$ cat src/rtl/viterbi_encode9.sv
// viterbi_encode9
//   Rate-1/2, K=9 convolutional encoder with generators G1 (y[1]) and G0
//   (y[0]). One information bit enters per clock. One registered 2-bit symbol
//   leaves per clock.
//
// Ports
//   x      in   1  information bit, sampled on every rising clk edge
//   y      out  2  coded symbol {y[1], y[0]}, registered
//   clk    in   1  system clock
//   reset  in   1  asynchronous reset, active low; clears history and y
//
// Tap convention: bit k of a generator multiplies the input from k cycles
// ago. Bit 0 is the current input x. The octal patterns are used as written,
// with no bit reversal.
module viterbi_encode9 #(
  parameter logic [8:0] G1 = 9'o753,
  parameter logic [8:0] G0 = 9'o561
) (
  input  logic       x,
  output logic [1:0] y,
  input  logic       clk,
  input  logic       reset
);

  // Past inputs: hist_p0[0] is the previous bit, hist_p0[7] is 8 cycles old.
  logic [7:0] hist_p0;
  logic [8:0] v;

  function automatic logic parity9(input logic [8:0] a);
    return ^a;
  endfunction

  assign v = {hist_p0, x};

  // Stage 0 -> output: encode the current window and register the symbol.
  always_ff @(posedge clk or negedge reset) begin
    if (!reset) begin
      hist_p0 <= '0;
      y       <= 2'b00;
    end else begin
      y       <= {parity9(v & G1), parity9(v & G0)};
      hist_p0 <= {hist_p0[6:0], x};
    end
  end

endmodule

$ cat config.mk
export PLATFORM = sky130hd
export DESIGN_NAME = viterbi_encode9
export DESIGN_NICKNAME = d
export VERILOG_FILES = /design/src/rtl/viterbi_encode9.sv
export SDC_FILE = /design/constraint.sdc
export NUM_CORES = 1
export LEC_CHECK = 0
export CORE_AREA = 2 2 39 41
export DETAILED_ROUTE_END_ITERATION = 16
export DIE_AREA = 0 0 41 43
export DONT_BUFFER_PORTS = 1
export GPL_TIMING_DRIVEN = 0
export PLACE_DENSITY_LB_ADDON = 0.05
export SLEW_MARGIN = 20
export SYNTH_ARGS = -nofsm -noshare
export SYNTH_HDL_FRONTEND = slang
export SYNTH_SLANG_ARGS = --single-unit
$ cat constraint.sdc
create_clock -name clk -period 1.6 [get_ports clk]
set_input_delay 0.32 -clock clk [delete_from_list [all_inputs] [get_ports clk]]
set_output_delay 0.32 -clock clk [all_outputs]
set_load 0.1 [all_outputs]
# Yosys cells after proc, flatten, opt, wreduce, memory -nomap -nowiden
# Cells that the tools add are included.
# word_totals
mem_bits_rw,0
reg_bits,10
latchBits,0
memories,0
rom_bits,0
# classes
order_cmp,0
add_sub_neg,0
muxes,0
n_shift,0
n_mul,0
n_reduce_logical,2
n_div,0
eq_ne,0
n_bitwise,0
# op_table
op,n
$reduce_xor A9 Y1,2

# Depth between registers and ports, before layout
# depth
word_depth,1
depth_mapped,2
depth_no_buf,2

# Worst setup path before layout
# No wires, ideal clock.
# synth_path
path_kind,register to output
from,reg y[0]
to,out y[0]
stages_incl_launch_ff,1
setup_slack_ns,0.397
t_arrival_ns,0.883
required_ns,1.280
n_path_buf,0
cell_sequence,dfrtp_1
# synth_lines
item,line_no,source
"start, declared",20,"output logic [1:0] y,"
"start signal, assigned",41,"y <= {parity9(v & G1), parity9(v & G0)};"
# No word-level cell between the ends.

# Worst setup path after layout
# layout_path
from,reg y[1]
to,out y[1]
# No word-level cell between the ends.

==> flow_summary.yaml <==
routing:
  dr.max_layer_used: "met3"
  wl_met2_um: 215
  drc: 0
  avgViaCountPerCell: 3.72
  vias: 134
  dr_wl_met3_um: 27
  drtPass1Iterations: 1
  drt_iter0_drc: 0
  routed_wl_um: 441
  postRouteAntennaNets: 0
  wl_met1_um: 198
  wire_per_inst_um: 12.3
placement:
  dp.cells: 31
  place_ws_ns: 0.388
  gp_congestion: 0.550
  port_buffers: 0
  hpwlAfterDp_um: 324
  place_area_um2: 372
sta:
  fin_crit_ns: 1.49
  setup_viol: 0
  rsz0062_at_grt: "no"
  min_period_over_period_pct: 93.0
  worst_slew_pin_slew_ns: 0.864
  clock.fmax_mhz: 672
  slew_headroom_pct: 42.4
  setup_ws_ns: 0.112
  clock_skew_ns: 0.00516
  setup_tns_ns: 0
  maxSlewViolCount: 0
  final-hold-violation-count: 0
grt:
  grtUsageTotal_pct: 7.46
  antenna_found_initial: 0
  grt_max_degree: 11
  grt_pass1_vias: 146
  grt_pass1_wl_um: 683
  grt.overflow.total: 0
yosys:
  yosys-top-cells-area: "dfrtp_1, xnor3_1, xnor2_2, xor3_1"
  synth_common_cells: "dfrtp_1, xnor2_2, xnor3_1, xor3_1"
  syn_area_um2: 352
  ys_types: 4
  synth_nets: 18
  synth-adder-area-share_pct: 0
  synth_top_area_share_pct: 71.2
  synthCells: 15
  synth-simple-area-share_pct: 0
  postSynthAreaPerCell_um2: 23.4
  seq_area_frac_synth_pct: 71.2
  yosys_warnings: 0
  synth_xor_area_share_pct: 28.8
  synth_compound_area_share_pct: 0
  synth_seq_cells: 10
  synth_top_family_by_area: "XOR/XNOR gates"
  synth_top_area_cell: "dfrtp_1"
  synthMuxAreaShare_pct: 0
  synth.most_common_cell: "dfrtp_1"
  async_flop_share_pct: 100
  ys.flop_type: "dfrtp_1"
  synth-edff-count: 0
power:
  power_density_mw_per_mm2: 1620
  power_switching_uw: 229
  seq_power_share_pct: 59.7
  clkPwrFrac_pct: 32.8
  intPower_uw: 450
  switching_share_pct: 33.8
  irDropWorstVdd_mv: 0.416
  leakagePower_uw: 0.000204
  combPwrFrac_pct: 7.5
clock_tree:
  path_clk_slew_ns: 0.07
  h-tree-depth: 1
  cts_tree: "yes"
  clock_sinks: 10
  clock_path_buffers: 2
  clock_latency_ns: 0.26
  root_buffer: "clkbuf_4"
  numCtsBuffers: 3
  cts_setup_buffers: 0
layout:
  instances_no_fill: 36
  drive_above_1_share_pct: 30.0
  syn_to_final_growth_pct: 18.9
  nets: 24
  diodes: 0
  fin_area_um2: 418
  final_core_util_pct: 30.2
floorplanning:
  ios: 5
  rows: 14
  die_area_mm2: 0.00176
  start_util_pct: 25.4
  fp.dieW_um: 41
  fp.dieH_um: 43
  core_area_mm2: 0.00138
run_status:
  status: "completed"
setup_path:
  crit_path_max_fanout: 1
  cp.required_ns: 1.28
  end_kind: "output port"
  path_class: "reg2out"
  critPathArrivalTime_ns: 1.17
  start_kind: "register"
flow_run:
  cap_violations: 0
hold_path:
  hold_path_class: "in2reg"
==> cell type report <==
type                    count  area [um^2]
multi-input cells           5          101
clock buffers               4         36.3
well taps                  16         20.0
repair buffers              1         10.0
flip-flops and latches     10          250
fillers                   144          966
==> state kept, by name, indices dropped and copies added (netlist names) <==
| name | count |
|---|---|
| hist_p0 | 8 |
| y | 2 |
==> power by group through the flow <==
stage / Clock [uW] / Sequential (uW) / Combinational [uW]
after detailed placement: 0 / 411 / 45.3
after CTS: 234 / 406 / 52.1
final: 223 / 405 / 50.8
after floorplan: 0 / 408 / 40.6
after global routing: 249 / 408 / 55.5
after global placement: 0 / 411 / 44.3
==> worst paths after layout <==
path | startpoint | endpoint | slack [ns] | cells after the start
setup / recovery | y[1] | y[1] | 0.11 | 0
hold / removal | x | hist_p0[0] | 0.08 | 0
setup reg to reg | hist_p0[7] | y[1] | 0.47 | 2
hold reg to reg | hist_p0[1] | hist_p0[2] | 0.35 | 0
max in group asynchronous | reset | hist_p0[5] | 0.86 | 1
min in group asynchronous | reset | hist_p0[3] | 0.43 | 1
==> layer usage <==
metal | vias up | track usage [%]
met2 | 4 | 6.88
met1 | 71 | 8.16
li1 | 59 | -
met5 | - | 0
met4 | 0 | 10.0
met3 | 0 | 6.28
==> logic make-up (layout without fill, tap and decap cells) <==
family | Yosys count | count (layout)
buf+inv | 0 | 5
flops | 10 | 10
xor+xnor | 5 | 5
==> placed cells by master (no fill, tap or decap) <==
master	n
dfrtp_1	10
clkbuf_4	3
xnor2_2	2
xnor3_1	2
xor3_1	1
clkbuf_8	1
dlygate4sd3_1	1
==> stage by stage <==
step / power, uW / hold slack [ns]
floorplan: 449 / 0.0244
global placement: 455 / 0.0246
detailed placement: 457 / 0.0247
CTS: 692 / 0.0701
global route: 713 / 0.0563
finish: 679 / 0.0816
==> timing repair <==
action / 4_1_cts / 5_1_grt
hold buffers: 1 / 0
resized for setup: 0 / 0
hold endpoints to repair: 10 / 0
==> worst register-to-register path: cells and delay by family, from the launching register on <==
kind | cells | cell delay [ns]
XOR/XNOR | 2 | 0.60
flip-flops | 1 | 0.39
Power figures use the tool's default switching activity.
